`src/rtl/pipeline_hazard_ctrl.sv`:
```
`default_nettype none
// ============================================================================
// Module   : pipeline_hazard_ctrl
// Brief    : Stall/flush controller for the 5-stage RV64 pipeline: load-use
//            stalls, taken-branch flushes, data-memory freeze with timeout,
//            and saturating stall/flush performance counters.
// Revision : 1.0
// ============================================================================
module pipeline_hazard_ctrl #(
    parameter int CNT_W       = 32,
    parameter int MEM_TIMEOUT = 16
) (
    input  logic             clk,
    input  logic             reset,
    input  logic [4:0]       id_rs1,
    input  logic [4:0]       id_rs2,
    input  logic             id_uses_rs2,
    input  logic [4:0]       ex_rd,
    input  logic             ex_memread,
    input  logic             mem_branch_taken,
    input  logic             mem_req,
    input  logic             mem_ack,
    output logic             pc_write,
    output logic             if_id_write,
    output logic             if_id_flush,
    output logic             id_ex_write,
    output logic             id_ex_flush,
    output logic             ex_mem_write,
    output logic             ex_mem_flush,
    output logic             mem_wb_write,
    output logic             mem_err,
    output logic [CNT_W-1:0] stall_cnt,
    output logic [CNT_W-1:0] flush_cnt
);

    localparam int                WAIT_W      = $clog2(MEM_TIMEOUT + 1);
    localparam logic [WAIT_W-1:0] WAIT_LIMIT  = WAIT_W'(MEM_TIMEOUT - 1);

    typedef enum logic [0:0] {
        RUN      = 1'b0,
        MEM_WAIT = 1'b1
    } state_t;

    state_t            state_q, state_d;
    logic [WAIT_W-1:0] wait_cnt_q, wait_cnt_d;
    logic              mem_err_q, mem_err_d;
    logic [CNT_W-1:0]  stall_cnt_q, stall_cnt_d;
    logic [CNT_W-1:0]  flush_cnt_q, flush_cnt_d;

    logic timeout;
    logic freeze;
    logic load_use;
    logic branch_flush;

    assign timeout  = (state_q == MEM_WAIT) && (wait_cnt_q == WAIT_LIMIT);
    assign freeze   = mem_req && !mem_ack && !timeout;
    assign load_use = ex_memread && (ex_rd != 5'd0) &&
                      ((ex_rd == id_rs1) || (id_uses_rs2 && (ex_rd == id_rs2)));
    assign branch_flush = !reset && !freeze && mem_branch_taken;

    // Pipeline controls: reset > freeze > branch flush > load-use.
    always_comb begin
        pc_write     = 1'b1;
        if_id_write  = 1'b1;
        id_ex_write  = 1'b1;
        ex_mem_write = 1'b1;
        mem_wb_write = 1'b1;
        if_id_flush  = 1'b0;
        id_ex_flush  = 1'b0;
        ex_mem_flush = 1'b0;
        if (reset) begin
            pc_write     = 1'b0;
            if_id_write  = 1'b0;
            id_ex_write  = 1'b0;
            ex_mem_write = 1'b0;
            mem_wb_write = 1'b0;
            if_id_flush  = 1'b1;
            id_ex_flush  = 1'b1;
            ex_mem_flush = 1'b1;
        end else if (freeze) begin
            pc_write     = 1'b0;
            if_id_write  = 1'b0;
            id_ex_write  = 1'b0;
            ex_mem_write = 1'b0;
            mem_wb_write = 1'b0;
        end else if (mem_branch_taken) begin
            if_id_flush  = 1'b1;
            id_ex_flush  = 1'b1;
            ex_mem_flush = 1'b1;
        end else if (load_use) begin
            pc_write     = 1'b0;
            if_id_write  = 1'b0;
            id_ex_flush  = 1'b1;
        end
    end

    // wait_cnt counts frozen cycles so far, so the forced release lands on
    // the cycle after MEM_TIMEOUT-1 frozen cycles.
    always_comb begin
        state_d    = state_q;
        wait_cnt_d = wait_cnt_q;
        case (state_q)
            RUN: begin
                if (freeze) begin
                    state_d    = MEM_WAIT;
                    wait_cnt_d = WAIT_W'(1);
                end
            end
            MEM_WAIT: begin
                if (freeze) begin
                    wait_cnt_d = wait_cnt_q + WAIT_W'(1);
                end else begin
                    state_d    = RUN;
                    wait_cnt_d = '0;
                end
            end
            default: begin
                state_d    = RUN;
                wait_cnt_d = '0;
            end
        endcase
    end

    always_comb begin
        mem_err_d   = mem_err_q | timeout;
        stall_cnt_d = stall_cnt_q;
        flush_cnt_d = flush_cnt_q;
        if (!pc_write && !(&stall_cnt_q)) begin
            stall_cnt_d = stall_cnt_q + CNT_W'(1);
        end
        if (branch_flush && !(&flush_cnt_q)) begin
            flush_cnt_d = flush_cnt_q + CNT_W'(1);
        end
    end

    always_ff @(posedge clk) begin
        if (reset) begin
            state_q     <= RUN;
            wait_cnt_q  <= '0;
            mem_err_q   <= 1'b0;
            stall_cnt_q <= '0;
            flush_cnt_q <= '0;
        end else begin
            state_q     <= state_d;
            wait_cnt_q  <= wait_cnt_d;
            mem_err_q   <= mem_err_d;
            stall_cnt_q <= stall_cnt_d;
            flush_cnt_q <= flush_cnt_d;
        end
    end

    assign mem_err   = mem_err_q;
    assign stall_cnt = stall_cnt_q;
    assign flush_cnt = flush_cnt_q;

endmodule
`default_nettype wire

```
`config.mk`:
```
export PLATFORM = sky130hd
export DESIGN_NAME = pipeline_hazard_ctrl
export DESIGN_NICKNAME = d
export VERILOG_FILES = /design/src/rtl/pipeline_hazard_ctrl.sv
export SDC_FILE = /design/constraint.sdc
export NUM_CORES = 1
export LEC_CHECK = 0
export BUFFER_PORTS_ARGS = -buffer_cell sky130_fd_sc_hd__buf_2
export CORE_ASPECT_RATIO = 1.1
export CORE_MARGIN = 2
export CORE_UTILIZATION = 40
export DETAILED_ROUTE_END_ITERATION = 7
export GPL_TIMING_DRIVEN = 0
export PLACE_DENSITY_LB_ADDON = 0.05
export SYNTH_ARGS = -nofsm -noshare
export SYNTH_HDL_FRONTEND = slang
export SYNTH_SLANG_ARGS = --single-unit
```
`constraint.sdc`:
```
create_clock -name clk -period 2.9 [get_ports clk]
set_clock_uncertainty 0.15 [all_clocks]
set_input_delay 0.145 -clock clk [delete_from_list [all_inputs] [get_ports clk]]
set_output_delay 0.145 -clock clk [all_outputs]
set_load 0.01 [all_outputs]
```
==> metrics.txt, run 1 <==
Synth area leader=dfxtp_1; core area=8870 µm²; Cell Pwr Density=444 nW/µm²; Via Count=3539; yosys warns=0; Slowest-stage cell, CP=dfxtp_2; leading cell types in the layout, fill and taps excluded=buf_2 (97), dfxtp_1 (70), nor2_1 (63); # setup viols final=0; Final #Nets=569; Diodes inserted=0; top-area cell type share of the netlist area=38.7%; Worst VDD drop=0.175 mV; max-slew violations=0; register clock-pin slew on the reported worst setup and hold paths=0.07 ns; Hold Path Class=primary input to flop; clock sink total=71; Syn Area/Cell=8.50 µm²; DRC viols=0; share of layout cells above drive strength 1=25.9%; Initial Util=41.4%; main flop type after synthesis=dfxtp_1; first-pass GRT wire length=15900 µm; final wirelength=9630 µm; kind of end point of the critical path=flop; Async SR Flop Fraction=0%; GRT Total Usage=19.8%; Pleak=1.88 nW; max-cap viol count=0; failing checks=negative hold slack; CP Class=flop to flop; worst setup margin=0.196 ns; placer congestion estimate=0.785; Die W=95.3 µm; number of global-route vias before repair=3281; WHS=-0.0159 ns; Detail Route Antenna Nets=0; Final Hold Viols=1; CP Data Required Time=2.98 ns; # IOs=95; synthesized net count=458; Synth cell types=51; CTS tree=done; Die ar.=9960 µm²; Num CTS Buffers=9; FP Rows=36; CP Max Fanout=6; Critical Path AT=2.78 ns; Root Buffer=clkbuf_8; crit-path cells=ha_1, and3_1, ha_1, nand2_2, nand2_2, nand2b_1, inv_2, a32oi_4, o21ai_4, nor4_2, mux2_1; post-route minimum period=2.70 ns; synthesis-stage register bit count=71; Critical path buffers and inverters=1; Place WS=0.0149 ns; crit share post-route=93.2%; max_slew headroom=56.0%; measured slew at the worst slew-check pin=0.659 ns; DPL Wire Length=6920 µm; Worst path max stage delay=0.34 ns; PnR Total Power=2.04 mW; Cell Area, Synth=3670 µm²; Cells after Synth=432; largest net degree at the start of global routing=13; clk_lat worst skew=0.35 ns; largest cells by area after synthesis=dfxtp_1 (39%), xor2_1 (6.9%), nor2_1 (6.4%); commonest non-fill, non-tap cell in the layout=buf_2; FF-to-FF path depth=11; Port Buffers=94; hold-fix buffers at CTS=0; Worst path depth=11; total grt overflow=0; Post-synth EDFFs=0; clock tree buffer depth=2; status=finished, violations left; H-tree levels=3; fmax=370 MHz; CP Launch Type=flop; DRT Pass-1 Iters=4; Die Span Y=104 µm; post-synthesis sequential area ratio=38.7%; family with the most delay on the worst path=simple AND/OR/NAND/NOR gates; Hold Path Stages=4; via/cell ratio=5.35; DR iter-0 viols=65; area delta synth->final=25.3%; Final Util=51.8%; initial antenna violation count=0; DR WL/cell=14.5 µm
==> cell type report <==
type / instances / area [µm²]
inverters: 6 / 22.5
multi-input cells: 336 / 2170
well taps: 114 / 143
fillers: 896 / 4270
clock inverters: 5 / 81.3
repair buffers: 100 / 515
flip-flops and latches: 71 / 1420
clock buffers: 11 / 141
plain buffers: 19 / 109
==> flip-flops by register name (all words and copies together), names as in the netlist <==
name,count
stall_cnt,32
wait_cnt_q,5
state_q,1
flush_cnt,32
mem_err,1
==> routing by layer <==
metal	vias to the layer above	share of wire, %	track usage (%)	routed length, µm
li1	1770	-	-	-
met1	1681	46	25.4	4380
met2	73	49	32.6	4720
met3	15	3.8	3.62	370
met4	0	1.6	7.45	157
met5	-	0	0	0
==> stage by stage <==
step	hold slack [ns]	instance area (µm²)	TNS, ns	cells
finish	-0.0159	4600	0	662
global route	0.00938	4600	-0.0181	662
CTS	0.0361	4530	0	657
detailed placement	0.311	4280	0	640
global placement	0.303	4280	0	640
floorplan	0.167	3670	0	432
==> logic make-up (layout without fill, tap and decap cells) <==
group,count (synthesis),after routing,share of synthesized area [%]
flip-flops,71,71,38.7
multiplexers,6,6,1.77
adder cells (fa/ha/maj),4,4,1.36
AND/OR/NAND/NOR,212,212,31.3
AO/OA/AOI/OAI,64,64,11.6
buffers and inverters,25,141,3.34
XOR/XNOR,50,50,11.9
==> worst paths after layout <==
check / from / end / slack, ns
setup / recovery: wait_cnt_q[0]$_SDFFE_PP0P_ / stall_cnt[23]$_SDFFE_PP0P_ / 0.20
hold / removal: mem_ack / state_q$_SDFF_PP0_ / -0.02
setup reg to reg: wait_cnt_q[0]$_SDFFE_PP0P_ / stall_cnt[23]$_SDFFE_PP0P_ / 0.20
hold reg to reg: mem_err$_SDFF_PP0_ / mem_err$_SDFF_PP0_ / 0.33
==> power breakdown <==
group | switching (mW) | total, mW | internal [mW]
logic | 0.0945 | 0.157 | 0.0627
registers | 0.00827 | 0.990 | 0.982
clock network | 0.388 | 0.897 | 0.509
total | 0.491 | 2.04 | 1.55
==> cell usage after synthesis, types with 2 or more instances <==
| cell type | n |
|---|---|
| nor2_1 | 63 |
| inv_1 | 5 |
| buf_4 | 4 |
| or4_1 | 9 |
| dfxtp_1 | 71 |
| xnor2_1 | 21 |
| o21ai_0 | 5 |
| nand3b_1 | 2 |
| or3_1 | 14 |
| buf_1 | 2 |
| and4_1 | 8 |
| nor3_1 | 7 |
| xor2_1 | 29 |
| mux2i_1 | 2 |
| nand3_1 | 23 |
| nand2b_1 | 2 |
| o2111ai_1 | 4 |
| and2_1 | 6 |
| and3_1 | 11 |
| nor4b_1 | 2 |
| o21ai_1 | 12 |
| nor4_1 | 3 |
| buf_2 | 5 |
| clkbuf_1 | 7 |
| a21o_1 | 2 |
| o211ai_1 | 4 |
| ha_1 | 4 |
| nand4_1 | 23 |
| o31ai_1 | 5 |
| a21oi_1 | 23 |
| nand2_1 | 23 |
| nor2b_1 | 9 |
| mux2_1 | 4 |
==> tightest hold or removal path, cell delays in order <==
cell     delay [ns]
buf_2          0.08
nor2b_2        0.05
nand2_2        0.11
nor2_1         0.04
==> repair_timing <==
| action | 4_1_cts | 5_1_grt |
|---|---|---|
| gates resized for setup | 2 | 9 |
| hold endpoints to repair | 0 | 0 |
| pin swaps | 1 | 4 |
| endpoints found under the setup margin | 4 | 26 |
| buffers inserted | 1 | 5 |
No activity file was read; power rests on OpenSTA's default activity.
==> run 2, diff against run 1 <==
--- a/config.mk
+++ b/config.mk
@@ -8,7 +8,7 @@
 export BUFFER_PORTS_ARGS = -buffer_cell sky130_fd_sc_hd__buf_2
 export CORE_ASPECT_RATIO = 1.1
 export CORE_MARGIN = 2
-export CORE_UTILIZATION = 40
+export CORE_UTILIZATION = 53
 export DETAILED_ROUTE_END_ITERATION = 7
 export GPL_TIMING_DRIVEN = 0
 export PLACE_DENSITY_LB_ADDON = 0.05
==> run 2 against run 1 <==
Against the previous run: the run now ends clean; global-route usage increased by 3.9 points; clock-buffer cell count decreased by 2; non-clock buffer count increased by 1; via count increased by 0.54%; critical path depth unchanged; sequential cell count unchanged; core utilization increased by 16 points; largest power group unchanged; maximum frequency decreased by 1.2%; register-to-register slack got worse by 0.03 ns; worst hold slack improved by 0.093 ns; routed wire length decreased by 6.3%.
==> metrics.txt, run 2 (same netlist as run 1, synthesis figures left out) <==
status=finished clean; Place WS=0.0733 ns; internal cell power=1.44 mW; commonest non-fill, non-tap cell in the layout=buf_2; Final Hold Viols=0; Port Buffers=94; CP Max Fanout=10; kind of end point of the critical path=flop; share of layout cells above drive strength 1=25.7%; switching share of total power=24.7%; placed cells=608; leading cell types in the layout, fill and taps excluded=buf_2 (98), dfxtp_1 (71), nor2_1 (63); GRT Total Usage=23.7%; Clock power frac=39.9%; FP Rows=31; clock sink total=71; met3 GRT Util=4.82%; Die W=83.4 µm; crit-path cells=ha_1, and3_1, ha_1, nand2_1, nand2_2, nand2b_1, buf_2, a21oi_4, buf_4, nor4b_1, mux2_1; largest net degree at the start of global routing=13; DPL Wire Length=6510 µm; DRT Pass-1 Iters=5; Num CTS Buffers=9; max-cap viol count=0; Detail Route Antenna Nets=0; busiest grt layer=met2; DRC viols=0; area of the multi-input gates=2160 µm²; total of fill cells in the finished design=560; GR Util met1=28.8%; Via Count=3558; RSZ-0062 raised after global routing=false; via/cell ratio=5.64; crit share post-route=94.3%; CP Data Required Time=2.99 ns; CP Launch Type=flop; worst setup margin=0.164 ns; placer congestion estimate=0.811; Root Buffer=clkbuf_8; max_slew headroom=59.0%; met2 Usage GRT=41.2%; clk_lat worst skew=0.35 ns; max-slew violations=0; number of global-route vias before repair=3156; final wirelength=9020 µm; measured slew at the worst slew-check pin=0.614 ns; initial antenna violation count=0; Diodes inserted=0; fmax=366 MHz; Critical path buffers and inverters=2; post-route minimum period=2.74 ns; clock tree buffer depth=2; Critical Path AT=2.83 ns; area delta synth->final=23.1%; CTS tree=done; # setup viols final=0; register clock-pin slew on the reported worst setup and hold paths=0.08 ns; family with the most delay on the worst path=simple AND/OR/NAND/NOR gates; first-pass GRT wire length=14800 µm; combinational share of power=8.2%; Worst VDD drop=0.303 mV; Die ar.=7610 µm²; Initial Util=55.3%; Cell Pwr Density=422 nW/µm²; # IOs=95; Slowest-stage cell, CP=nor4b_1; DR WL/cell=14.3 µm; design area=4520 µm²; Post-DP Area=4240 µm²; register area=1420 µm²; total grt overflow=0; Hold Path Class=primary input to flop; Pleak=1.87 nW; Final #Nets=570; Die Span Y=91.3 µm; H-tree levels=3; Worst path max stage delay=0.35 ns; Sequential Power Share=51.9%; DR iter-0 viols=176; Worst R2R Setup Slack=0.16 ns; total negative slack=0 ns; Post-Layout Cell Count=631; sw power=0.471 mW; WHS=0.0771 ns; most used cell, CP=ha_1; CP Class=flop to flop; core area=6630 µm²
==> run 2: final timing paths <==
kind                         startpoint                         end  depth (start not counted)
max          wait_cnt_q[0]$_SDFFE_PP0P_  stall_cnt[22]$_SDFFE_PP0P_                         11
max reg2reg  wait_cnt_q[0]$_SDFFE_PP0P_  stall_cnt[22]$_SDFFE_PP0P_                         11
min                               reset  stall_cnt[22]$_SDFFE_PP0P_                          3
min reg2reg          mem_err$_SDFF_PP0_          mem_err$_SDFF_PP0_                          2
==> run 2: tightest hold or removal path: stages <==
cell and delay [ns]:
buf_2 0.17, nor2b_1 0.11, mux2_1 0.12
==> run 2: area by class of cell <==
cell class / count / area share [%]
clock buffers: 9 / 2.74
plain buffers: 19 / 2.27
well taps: 82 / 2.27
inverters: 6 / 0.498
repair buffers: 101 / 11.6
clock inverters: 7 / 1.41
multi-input cells: 336 / 47.7
flip-flops and latches: 71 / 31.5
==> run 2: per-layer routing <==
metal	up-vias	part of all wire, %
met3	12	5.9
met2	104	50
met5	-	0
met1	1676	42
met4	0	1.5
li1	1766	-
==> run 2: power by group through the flow <==
stage	Combinational (mW)	Clock, mW	Sequential [mW]
floorplan	0.0886	0	1.01
global placement	0.144	0	1.01
detailed placement	0.147	0	1.01
CTS	0.152	0.777	0.989
global route	0.172	0.828	0.990
finish	0.156	0.762	0.989
==> run 2: through the flow <==
| stage | utilization, % | total power [mW] |
|---|---|---|
| final | 68.1 | 1.91 |
| after global routing | 68.1 | 1.99 |
| after detailed placement | 64.0 | 1.16 |
| after CTS | 67.1 | 1.92 |
| after floorplan | - | 1.10 |
| after global placement | 64.0 | 1.16 |
==> run 2: timing repair <==
action	CTS	global route
hold endpoints to repair	0	1
resized for setup	1	5
pin swaps	0	2
hold buffers	0	1
setup endpoints to repair	2	13
buffers inserted	2	4
==> run 3, diff against run 2 <==
--- a/config.mk
+++ b/config.mk
@@ -11,7 +11,7 @@
 export CORE_UTILIZATION = 53
 export DETAILED_ROUTE_END_ITERATION = 7
 export GPL_TIMING_DRIVEN = 0
-export PLACE_DENSITY_LB_ADDON = 0.05
+export PLACE_DENSITY = 0.8
 export SYNTH_ARGS = -nofsm -noshare
 export SYNTH_HDL_FRONTEND = slang
 export SYNTH_SLANG_ARGS = --single-unit
==> run 3 against run 2 <==
Against the previous run: the flow now finishes with violations (negative hold slack); global-route usage is 0.17 points lower; clock-buffer cell count is 1 higher; sequential cell count stayed put; maximum frequency is 0.15% lower; total power is 11% higher; critical path type unchanged; critical endpoint is now stall_cnt[27]$_SDFFE_PP0P_; routed wire length is 3.3% higher.
==> metrics.txt, run 3 (same netlist as run 1, synthesis figures left out) <==
DRT Pass-1 Iters=4; area delta synth->final=24.8%; largest net degree at the start of global routing=13; most used cell, CP=ha_1; PnR Total Power=2.12 mW; total negative slack=0 ns; Final #Nets=571; Detail Route Antenna Nets=0; clk_lat worst skew=0.34 ns; CTS tree=done; FP Rows=31; Slowest-stage cell, CP=or4_1; Place WS=0.0616 ns; CP Data Required Time=3.03 ns; CP Launch Type=flop; clock tree buffer depth=2; design area=4580 µm²; crit share post-route=94.5%; Final Hold Viols=1; total grt overflow=0; CP Max Fanout=10; CP Class=flop to flop; fmax=365 MHz; kind of end point of the critical path=flop; failing checks=negative hold slack; GRT Total Usage=23.6%; # IOs=95; Worst VDD drop=0.374 mV; register clock-pin slew on the reported worst setup and hold paths=0.08 ns; number of global-route vias before repair=3240; DPL Wire Length=6620 µm; Num CTS Buffers=9; DRC viols=0; Via Count=3579; commonest non-fill, non-tap cell in the layout=buf_2; family with the most delay on the worst path=simple AND/OR/NAND/NOR gates; # setup viols final=0; Post-Layout Cell Count=631; max-cap viol count=0; crit-path cells=ha_1, and3_1, ha_1, nand2_1, nand2_2, nand2b_1, inv_2, a32oi_4, buf_4, o211ai_4, or4_1, a21oi_1; Die ar.=7610 µm²; Diodes inserted=0; initial antenna violation count=0; total of fill cells in the finished design=511; Pleak=1.90 nW; Cell Pwr Density=462 nW/µm²; crit path from=wait_cnt_q[0]$_SDFFE_PP0P_; Die Span Y=91.3 µm; Worst R2R Setup Slack=0.16 ns; DR iter-0 viols=157; max_slew headroom=60.3%; hold-fix buffers at CTS=0; via/cell ratio=5.67; status=finished, violations left; max-slew violations=0; placed cells=608; H-tree levels=3; Critical path buffers and inverters=2; Hold Path Class=primary input to flop; clock sink total=71; Port Buffers=94; core area=6630 µm²; DR WL/cell=14.8 µm; leading cell types in the layout, fill and taps excluded=buf_2 (97), dfxtp_1 (71), nor2_1 (63); Worst path max stage delay=0.43 ns; Post-DP Area=4240 µm²; WHS=-0.00593 ns; share of layout cells above drive strength 1=25.9%; final wirelength=9320 µm; reg2reg start=wait_cnt_q[0]$_SDFFE_PP0P_; worst hold start=mem_ack; measured slew at the worst slew-check pin=0.595 ns; Initial Util=55.3%; Die W=83.4 µm; post-route minimum period=2.74 ns; placer congestion estimate=0.826; Critical Path AT=2.87 ns; Root Buffer=clkbuf_8; first-pass GRT wire length=14800 µm; worst setup margin=0.160 ns
## run 3: worst min-delay path, cell delays in order
cell     delay (ns)
buf_2          0.08
nor2b_2        0.05
nand2_2        0.12
nor2_1         0.05
## run 3: where the power goes
part	switching, mW	leakage [nW]	internal [mW]	total (mW)
registers	0.00822	0.572	0.981	0.990
logic	0.0961	1.21	0.0668	0.163
clock network	0.373	0.119	0.592	0.964
## run 3: cell type report
cell class	count	area [µm²]	share of cell area, %
multi-input combinational	336	2160	47.1
sequential	71	1420	31.0
timing repair buffer	102	531	11.6
clock buffer	10	138	3.00
clock inverter	5	106	2.32
buffer	19	105	2.29
tap	82	103	2.24
inverter	6	22.5	0.491
## run 3: stage by stage
stage	hold slack, ns	util [%]
2_1_floorplan	0.167	-
5_1_grt	0.00511	69.1
6_report	-0.00593	69.1
3_3_place_gp	0.298	64.0
3_5_place_dp	0.309	64.0
4_1_cts	0.0209	67.7
## run 3: timing repair
action | 4_1_cts | 5_1_grt
setup endpoints to repair | 1 | 15
gates resized for setup | 1 | 6
setup buffers | 0 | 8
pin swaps | 0 | 2
## run 3: final timing paths
kind	end	cells after the start
max	stall_cnt[27]$_SDFFE_PP0P_	12
min	state_q$_SDFF_PP0_	4
max reg2reg	stall_cnt[27]$_SDFFE_PP0P_	12
min reg2reg	wait_cnt_q[2]$_SDFFE_PP0P_	2
## run 3: metal layers
layer	GRT usage (%)	share of wire, %	up-vias
met2	40.9	50	93
met3	5.18	5.1	15
li1	-	-	1781
met1	27.8	43	1690
met4	10.5	1.9	0
met5	0	0	-
